<file path="config.mk">
export PLATFORM = sky130hd
export DESIGN_NAME = completion_tracker_flat
export DESIGN_NICKNAME = d
export VERILOG_FILES = /design/src/rtl/completion_tracker_if.sv /design/src/rtl/completion_tracker.sv /design/src/flat_wrapper.sv
export SDC_FILE = /design/constraint.sdc
export NUM_CORES = 1
export LEC_CHECK = 0
export CORE_ASPECT_RATIO = 0.6
export CORE_MARGIN = 2
export CORE_UTILIZATION = 30
export CTS_BUF_LIST = sky130_fd_sc_hd__clkbuf_4 sky130_fd_sc_hd__clkbuf_8
export DETAILED_ROUTE_END_ITERATION = 8
export GPL_TIMING_DRIVEN = 0
export SETUP_SLACK_MARGIN = 0.05
export SYNTH_ARGS = -nofsm -noshare
export SYNTH_HDL_FRONTEND = slang
export SYNTH_SLANG_ARGS = --single-unit
</file>
<file path="constraint.sdc">
create_clock -name clk -period 22.2 [get_ports clk]
set_input_delay 2.22 -clock clk [delete_from_list [all_inputs] [get_ports clk]]
set_output_delay 2.22 -clock clk [all_outputs]
set_load 0.1 [all_outputs]
</file>
<file path="src/rtl/completion_tracker_if.sv">
// Issue, flush, writeback and retire signals between the dependency checker
// (master) and the completion tracker (slave).
interface completion_tracker_if #(
    parameter int DEPTH = 8,
    parameter int REG_W = 4,
    parameter int OP_W  = 4
);
    localparam int OCC_W = $clog2(DEPTH) + 1;

    logic              flush_en;
    logic [15:0]       flush_reg;
    logic              iss_1_vld, iss_2_vld, iss_3_vld, iss_4_vld;
    logic [REG_W-1:0]  iss_1_des, iss_2_des, iss_3_des, iss_4_des;
    logic [OP_W-1:0]   iss_1_op,  iss_2_op,  iss_3_op,  iss_4_op;
    logic              iss_rdy;
    logic              ins_back_1_vld, ins_back_2_vld, ins_back_3_vld, ins_back_4_vld;
    logic [REG_W-1:0]  ins_back_1_des, ins_back_2_des, ins_back_3_des, ins_back_4_des;
    logic              ins_final_1_vld, ins_final_2_vld, ins_final_3_vld, ins_final_4_vld;
    logic [OCC_W-1:0]  occupancy;
    logic              err_overflow;

    modport master (
        output flush_en, flush_reg,
        output iss_1_vld, iss_2_vld, iss_3_vld, iss_4_vld,
        output iss_1_des, iss_2_des, iss_3_des, iss_4_des,
        output iss_1_op,  iss_2_op,  iss_3_op,  iss_4_op,
        input  iss_rdy,
        input  ins_back_1_vld, ins_back_2_vld, ins_back_3_vld, ins_back_4_vld,
        input  ins_back_1_des, ins_back_2_des, ins_back_3_des, ins_back_4_des,
        input  ins_final_1_vld, ins_final_2_vld, ins_final_3_vld, ins_final_4_vld,
        input  occupancy, err_overflow
    );

    modport slave (
        input  flush_en, flush_reg,
        input  iss_1_vld, iss_2_vld, iss_3_vld, iss_4_vld,
        input  iss_1_des, iss_2_des, iss_3_des, iss_4_des,
        input  iss_1_op,  iss_2_op,  iss_3_op,  iss_4_op,
        output iss_rdy,
        output ins_back_1_vld, ins_back_2_vld, ins_back_3_vld, ins_back_4_vld,
        output ins_back_1_des, ins_back_2_des, ins_back_3_des, ins_back_4_des,
        output ins_final_1_vld, ins_final_2_vld, ins_final_3_vld, ins_final_4_vld,
        output occupancy, err_overflow
    );
endinterface

</file>
<file path="src/rtl/completion_tracker.sv">
// In-flight pool for released instructions: counts down per-op latency, then
// drives writeback strobes to the checker and retire strobes one cycle later.
module completion_tracker #(
    parameter int DEPTH = 8,
    parameter int REG_W = 4,
    parameter int OP_W  = 4
) (
    input logic clk,
    input logic rst,
    completion_tracker_if.slave bus
);
    localparam int OCC_W = $clog2(DEPTH) + 1;

    logic [DEPTH-1:0]             valid, on_bus;
    logic [DEPTH-1:0][REG_W-1:0]  des;
    logic [DEPTH-1:0][1:0]        cnt;
    logic                         iss_rdy, err_overflow;
    logic [OCC_W-1:0]             occupancy;
    logic [3:0]                   back_vld, final_vld;
    logic [3:0][REG_W-1:0]        back_des;

    logic [3:0]                   iss_vld;
    logic [3:0][REG_W-1:0]        iss_des;
    logic [3:0][OP_W-1:0]         iss_op;

    logic [DEPTH-1:0]             n_valid, n_sel, taken;
    logic [DEPTH-1:0][REG_W-1:0]  n_des;
    logic [DEPTH-1:0][1:0]        n_cnt;
    logic [3:0]                   n_back_vld;
    logic [3:0][REG_W-1:0]        n_back_des;
    logic [OCC_W-1:0]             n_occ;
    logic [2:0]                   n_ports;
    logic                         placed;

    assign iss_vld = {bus.iss_4_vld, bus.iss_3_vld, bus.iss_2_vld, bus.iss_1_vld};
    assign iss_des = {bus.iss_4_des, bus.iss_3_des, bus.iss_2_des, bus.iss_1_des};
    assign iss_op  = {bus.iss_4_op,  bus.iss_3_op,  bus.iss_2_op,  bus.iss_1_op};

    always_comb begin
        n_valid    = valid;
        n_des      = des;
        n_cnt      = cnt;
        taken      = '0;
        placed     = 1'b0;
        n_sel      = '0;
        n_back_vld = '0;
        n_back_des = '0;
        n_ports    = 3'd0;
        n_occ      = '0;

        // Entries on the writeback bus this cycle leave the pool at this edge.
        for (int i = 0; i < DEPTH; i++) begin
            if (valid[i]) begin
                if (on_bus[i])
                    n_valid[i] = 1'b0;
                else if (cnt[i] != 2'd0)
                    n_cnt[i] = cnt[i] - 2'd1;
                if (bus.flush_en && bus.flush_reg[des[i]])
                    n_valid[i] = 1'b0;
            end
        end

        // Only entries free before this edge are reused, so new issues never see the flush.
        for (int k = 0; k < 4; k++) begin
            placed = 1'b0;
            if (iss_vld[k] && iss_rdy) begin
                for (int i = 0; i < DEPTH; i++) begin
                    if (!placed && !valid[i] && !taken[i]) begin
                        placed     = 1'b1;
                        taken[i]   = 1'b1;
                        n_valid[i] = 1'b1;
                        n_des[i]   = iss_des[k];
                        n_cnt[i]   = iss_op[k][OP_W-1:OP_W-2];
                    end
                end
            end
        end

        for (int i = 0; i < DEPTH; i++) begin
            if (n_valid[i] && n_cnt[i] == 2'd0 && n_ports < 3'd4) begin
                n_sel[i]                 = 1'b1;
                n_back_vld[n_ports[1:0]] = 1'b1;
                n_back_des[n_ports[1:0]] = n_des[i];
                n_ports                  = n_ports + 3'd1;
            end
            n_occ = n_occ + OCC_W'(n_valid[i]);
        end
    end

    always_ff @(posedge clk) begin
        if (!rst) begin
            valid        <= '0;
            on_bus       <= '0;
            des          <= '0;
            cnt          <= '0;
            iss_rdy      <= 1'b0;
            err_overflow <= 1'b0;
            occupancy    <= '0;
            back_vld     <= '0;
            back_des     <= '0;
            final_vld    <= '0;
        end else begin
            valid        <= n_valid;
            on_bus       <= n_sel;
            des          <= n_des;
            cnt          <= n_cnt;
            iss_rdy      <= (n_occ <= OCC_W'(DEPTH - 4));
            err_overflow <= err_overflow | ((|iss_vld) & ~iss_rdy);
            occupancy    <= n_occ;
            back_vld     <= n_back_vld;
            back_des     <= n_back_des;
            final_vld    <= back_vld;
        end
    end

    assign bus.iss_rdy         = iss_rdy;
    assign bus.occupancy       = occupancy;
    assign bus.err_overflow    = err_overflow;
    assign bus.ins_back_1_vld  = back_vld[0];
    assign bus.ins_back_2_vld  = back_vld[1];
    assign bus.ins_back_3_vld  = back_vld[2];
    assign bus.ins_back_4_vld  = back_vld[3];
    assign bus.ins_back_1_des  = back_des[0];
    assign bus.ins_back_2_des  = back_des[1];
    assign bus.ins_back_3_des  = back_des[2];
    assign bus.ins_back_4_des  = back_des[3];
    assign bus.ins_final_1_vld = final_vld[0];
    assign bus.ins_final_2_vld = final_vld[1];
    assign bus.ins_final_3_vld = final_vld[2];
    assign bus.ins_final_4_vld = final_vld[3];
endmodule

</file>
<file path="src/flat_wrapper.sv">
// flat-port wrapper written by rule: the top's interface ports become plain ports
module completion_tracker_flat 
#(
    parameter int DEPTH = 8,
    parameter int REG_W = 4,
    parameter int OP_W  = 4
)
  (clk, rst, bus_flush_en, bus_flush_reg, bus_iss_1_vld, bus_iss_2_vld, bus_iss_3_vld, bus_iss_4_vld, bus_iss_1_des, bus_iss_2_des, bus_iss_3_des, bus_iss_4_des, bus_iss_1_op, bus_iss_2_op, bus_iss_3_op, bus_iss_4_op, bus_iss_rdy, bus_ins_back_1_vld, bus_ins_back_2_vld, bus_ins_back_3_vld, bus_ins_back_4_vld, bus_ins_back_1_des, bus_ins_back_2_des, bus_ins_back_3_des, bus_ins_back_4_des, bus_ins_final_1_vld, bus_ins_final_2_vld, bus_ins_final_3_vld, bus_ins_final_4_vld, bus_occupancy, bus_err_overflow);
  completion_tracker_if #(.DEPTH(DEPTH), .REG_W(REG_W), .OP_W(OP_W)) bus_i ();
  input logic clk;
  input logic rst;
  input wire logic [$bits(bus_i.flush_en)-1:0] bus_flush_en;
  input wire logic [$bits(bus_i.flush_reg)-1:0] bus_flush_reg;
  input wire logic [$bits(bus_i.iss_1_vld)-1:0] bus_iss_1_vld;
  input wire logic [$bits(bus_i.iss_2_vld)-1:0] bus_iss_2_vld;
  input wire logic [$bits(bus_i.iss_3_vld)-1:0] bus_iss_3_vld;
  input wire logic [$bits(bus_i.iss_4_vld)-1:0] bus_iss_4_vld;
  input wire logic [$bits(bus_i.iss_1_des)-1:0] bus_iss_1_des;
  input wire logic [$bits(bus_i.iss_2_des)-1:0] bus_iss_2_des;
  input wire logic [$bits(bus_i.iss_3_des)-1:0] bus_iss_3_des;
  input wire logic [$bits(bus_i.iss_4_des)-1:0] bus_iss_4_des;
  input wire logic [$bits(bus_i.iss_1_op)-1:0] bus_iss_1_op;
  input wire logic [$bits(bus_i.iss_2_op)-1:0] bus_iss_2_op;
  input wire logic [$bits(bus_i.iss_3_op)-1:0] bus_iss_3_op;
  input wire logic [$bits(bus_i.iss_4_op)-1:0] bus_iss_4_op;
  output wire logic [$bits(bus_i.iss_rdy)-1:0] bus_iss_rdy;
  output wire logic [$bits(bus_i.ins_back_1_vld)-1:0] bus_ins_back_1_vld;
  output wire logic [$bits(bus_i.ins_back_2_vld)-1:0] bus_ins_back_2_vld;
  output wire logic [$bits(bus_i.ins_back_3_vld)-1:0] bus_ins_back_3_vld;
  output wire logic [$bits(bus_i.ins_back_4_vld)-1:0] bus_ins_back_4_vld;
  output wire logic [$bits(bus_i.ins_back_1_des)-1:0] bus_ins_back_1_des;
  output wire logic [$bits(bus_i.ins_back_2_des)-1:0] bus_ins_back_2_des;
  output wire logic [$bits(bus_i.ins_back_3_des)-1:0] bus_ins_back_3_des;
  output wire logic [$bits(bus_i.ins_back_4_des)-1:0] bus_ins_back_4_des;
  output wire logic [$bits(bus_i.ins_final_1_vld)-1:0] bus_ins_final_1_vld;
  output wire logic [$bits(bus_i.ins_final_2_vld)-1:0] bus_ins_final_2_vld;
  output wire logic [$bits(bus_i.ins_final_3_vld)-1:0] bus_ins_final_3_vld;
  output wire logic [$bits(bus_i.ins_final_4_vld)-1:0] bus_ins_final_4_vld;
  output wire logic [$bits(bus_i.occupancy)-1:0] bus_occupancy;
  output wire logic [$bits(bus_i.err_overflow)-1:0] bus_err_overflow;
  assign bus_i.flush_en = bus_flush_en;
  assign bus_i.flush_reg = bus_flush_reg;
  assign bus_i.iss_1_vld = bus_iss_1_vld;
  assign bus_i.iss_2_vld = bus_iss_2_vld;
  assign bus_i.iss_3_vld = bus_iss_3_vld;
  assign bus_i.iss_4_vld = bus_iss_4_vld;
  assign bus_i.iss_1_des = bus_iss_1_des;
  assign bus_i.iss_2_des = bus_iss_2_des;
  assign bus_i.iss_3_des = bus_iss_3_des;
  assign bus_i.iss_4_des = bus_iss_4_des;
  assign bus_i.iss_1_op = bus_iss_1_op;
  assign bus_i.iss_2_op = bus_iss_2_op;
  assign bus_i.iss_3_op = bus_iss_3_op;
  assign bus_i.iss_4_op = bus_iss_4_op;
  assign bus_iss_rdy = bus_i.iss_rdy;
  assign bus_ins_back_1_vld = bus_i.ins_back_1_vld;
  assign bus_ins_back_2_vld = bus_i.ins_back_2_vld;
  assign bus_ins_back_3_vld = bus_i.ins_back_3_vld;
  assign bus_ins_back_4_vld = bus_i.ins_back_4_vld;
  assign bus_ins_back_1_des = bus_i.ins_back_1_des;
  assign bus_ins_back_2_des = bus_i.ins_back_2_des;
  assign bus_ins_back_3_des = bus_i.ins_back_3_des;
  assign bus_ins_back_4_des = bus_i.ins_back_4_des;
  assign bus_ins_final_1_vld = bus_i.ins_final_1_vld;
  assign bus_ins_final_2_vld = bus_i.ins_final_2_vld;
  assign bus_ins_final_3_vld = bus_i.ins_final_3_vld;
  assign bus_ins_final_4_vld = bus_i.ins_final_4_vld;
  assign bus_occupancy = bus_i.occupancy;
  assign bus_err_overflow = bus_i.err_overflow;
  completion_tracker #(.DEPTH(DEPTH), .REG_W(REG_W), .OP_W(OP_W)) u_core (.clk(clk), .rst(rst), .bus(bus_i));
endmodule
</file>
==> results.cfg <==
[clocking]
clk_latency_ns = 0.45
cts_resized = 0
clock_path_buffers = 2
cts_setup_buffers = 0
numCtsBuffers = 9
cts_max_level = 3
tritoncts = yes
root_buffer = clkbuf_8
cts_hold_buf = 0
path_clk_slew_ns = 0.12
cts_sinks = 94

[global_routing]
grt_pass1_vias = 9466
grt_pass1_wl_um = 65670
antenna_found_initial = 0
grt_overflow = 0
grt_max_degree = 20
grt_usage_pct = 26.90

[pwr]
p_switching_w = 0.0003981
p_per_area_nw_per_um2 = 70.88
seqPwrFrac_pct = 25.4
vdd_drop_max_mv = 0.04777
clkPwrFrac_pct = 16.1
switching_share_pct = 51.15
leakage_nw = 3.851
p_int_w = 0.0003802
pwr-share-comb_pct = 58.5

[floorplanning]
num_io_pins = 85
core_um2 = 31410
rows = 50
die_w_um = 235.2
start_util_pct = 30.65
die_y_um = 142.8
die_area_um2 = 33580

[synth]
synthArstFlopShare_pct = 0
synth_nets = 1254
synth_edf_count = 0
syn_area_per_cell_um2 = 8.234
ys_ff_latch = 94
syn_area_um2 = 9625
yosys.area.top_type_share_pct = 19.55
synth_seq_area_share_pct = 19.55
yosysTopAreaCell = dfxtp_1
yosysWarnings = 0
ys_types = 106
synthFlopType = dfxtp_1
synthCells = 1169
ys_top_cells_by_area = dfxtp_1 (20%), mux4_2 (7.7%), mux2i_1 (4.8%), nor2_1 (3.9%), nand2_1 (3.3%)

[layout]
final_common_cell = nor2_1
layout.nets = 1328
antennaDiodeCount = 0
drive_above_1_share_pct = 12.50
fin_area_um2 = 10980
final_cell_mix = nor2_1 (100), dfxtp_1 (94), nand2_1 (84)
area_delta_synth_final_pct = 14.08

[routing]
drtAntennaViolNets = 0
drc_errors = 0
post_drt_wl_per_cell_um = 27.30
drt-total-wl_um = 45430
drt_iter0_markers = 1539
viasPerCell = 6.362
firstDrtPassIters = 7
num_vias = 10590

[sta]
layout_setup_ws_ns = 11.38
setup_viol = 0
max_freq_mhz = 92.40
setup_tns_ns = 0
final_hold_viol_count = 0
fin_skew_ns = 0.02339
slew_viol_final = 0
worst_pin_slew_ns = 1.312
rsz0062_at_grt = no
layout_min_cycle_time_ns = 10.82
post-route-period-util_pct = 48.75
relSlewSlack_pct = 12.30

[critical_path]
end_kind = flip-flop
crit_start = bus_flush_reg[5]
r2r-end = u_core.bus.ins_back_2_des[0]$_SDFF_PN0_
cp_data_arrival_time_ns = 11.17
crit_type = primary input to flip-flop
critPathCapture = u_core.bus.ins_back_2_des[0]$_SDFF_PN0_
r2r_slack_ns = 12.70
r2r_start = u_core.valid[0]$_SDFF_PN0_
worstPathMaxFanout = 10
startpoint_type = primary input
required_ns = 22.55
rr_worst_depth = 29

[placement]
globalplace.congestion = 1.023
port_buffers = 63
place_hpwl_um = 36170
place_area_um2 = 10780
post-place-ws_ns = 11.09

[job]
max-cap-violations = 0

[status]
outcome = completed

[min_path]
hp-class = flip-flop to flip-flop
==> metrics by stage <==
step	cells	hold WS, ns	power (W)	util [%]
5_1_grt	1664	0.5286	0.0008202	34.96
2_1_floorplan	1169	0.6075	0.0005039	-
3_5_place_dp	1648	0.4626	0.0006401	34.31
6_report	1664	0.4750	0.0007783	34.96
4_1_cts	1664	0.4780	0.0007702	34.95
3_3_place_gp	1648	0.4548	0.0006344	34.31
==> critical path: stages <==
cell and delay (ns):
clkdlybuf4s50_1 0.58, mux4_2 0.55, o21ai_0 0.22, o21ai_0 0.12, o21ai_0 1.00, nand3_1 0.68
inv_1 0.46, ha_1 0.30, nand3_1 0.14, nor2_2 0.39, inv_1 0.19, buf_1 0.29
ha_1 0.39, inv_1 0.05, o2111a_1 0.14, or4_1 0.41, and2_1 0.21, ha_1 0.29
nor3_1 0.35, nor2_1 0.15, inv_1 0.10, ha_1 0.15, inv_1 0.11, a2111oi_1 1.05
a311oi_1 0.12, o21a_1 0.23, mux2_2 0.25
==> state kept, by name (all words and copies together), names as in the netlist <==
signal,flops
u_core.bus.ins_back_2_des,4
u_core.bus.err_overflow,1
u_core.back_vld,4
u_core.on_bus,8
u_core.valid,8
u_core.bus.ins_back_4_des,4
u_core.bus.ins_back_3_des,4
u_core.des,32
u_core.bus.iss_rdy,1
u_core.bus.ins_back_1_des,4
u_core.final_vld,4
u_core.bus.occupancy,4
u_core.cnt,16
==> how the worst min path moves through the flow <==
stage | start | endpoint | slack, ns | cells past startpoint
after floorplan | u_core.on_bus[3]$_SDFF_PN0_ | u_core.valid[3]$_SDFF_PN0_ | 0.61 | 3
after global placement | u_core.back_vld[2]$_SDFF_PN0_ | u_core.final_vld[2]$_SDFF_PN0_ | 0.45 | 1
after detailed placement | u_core.back_vld[1]$_SDFF_PN0_ | u_core.final_vld[1]$_SDFF_PN0_ | 0.46 | 1
after CTS | u_core.back_vld[1]$_SDFF_PN0_ | u_core.final_vld[1]$_SDFF_PN0_ | 0.48 | 1
after global routing | u_core.back_vld[0]$_SDFF_PN0_ | u_core.final_vld[0]$_SDFF_PN0_ | 0.53 | 1
final | u_core.back_vld[1]$_SDFF_PN0_ | u_core.final_vld[1]$_SDFF_PN0_ | 0.48 | 1
==> cells in the mapped netlist (all sizes together), types with 6 or more instances <==
library cell  instances
a211oi               38
nor4                 12
o31a                  8
o31ai                15
o211ai               30
nand2                84
a31o                  8
a31oi                21
o211a                 7
a21oi                61
o21ai                41
mux2                 26
nand3                38
nor2b                10
or2                   6
a2111oi              11
o311ai                9
clkbuf               57
or4                   8
nand4                14
nand2b               14
or3                  12
buf                  36
a211o                 9
mux2i                46
and2                 40
and3                 15
o21a                 11
dfxtp                94
o22ai                12
a221oi               10
ha                   25
a311oi               11
a21o                 13
a311o                 6
nor3b                 6
nor3                 23
inv                  49
mux4                 33
a22oi                10
o221ai                8
nor2                103
==> power by group through the flow <==
| stage | logic, W | clock network, W | registers [W] |
|---|---|---|---|
| after floorplan | 0.000251 | 0 | 0.000253 |
| after global placement | 0.000434 | 0 | 0.000201 |
| after detailed placement | 0.000439 | 0 | 0.000201 |
| after CTS | 0.000442 | 0.000131 | 0.000197 |
| after global routing | 0.000484 | 0.000136 | 0.000200 |
| final | 0.000455 | 0.000125 | 0.000198 |
==> per-layer routing <==
| layer | vias up | share of wire (%) | track usage [%] | wire, um |
|---|---|---|---|---|
| li1 | 4649 | - | - | - |
| met1 | 5163 | 47 | 40.99 | 21340 |
| met2 | 725 | 35 | 33.17 | 16110 |
| met3 | 49 | 16 | 12.66 | 7413 |
| met4 | 0 | 1.2 | 4.459 | 567 |
| met5 | - | 0 | 0 | 0 |
==> area by class of cell <==
class                           instances  area (um^2)
Buffer                                 93        441.7
Clock buffer                            9        123.9
Clock inverter                          7        75.07
Fill cell                            3325        20420
Inverter                               49        183.9
Multi-Input combinational cell        933         7123
Sequential cell                        94         1882
Tap cell                              416        520.5
Timing Repair Buffer                   63        630.6
==> logic make-up (layout without fill, tap and decap cells) <==
logic type	count (synthesis)	count (layout)	synth area share, %
and+or+nand+nor	413	413	23.29
muxes	105	105	15.70
xor gates and xnor gates	8	8	0.9489
DFF	94	94	19.55
AOI/OAI and AO/OA	374	374	29.39
buffers and inverters	142	221	6.499
adders and majority gates	33	33	4.615
Note: power is estimated with default switching activity, not from simulation.
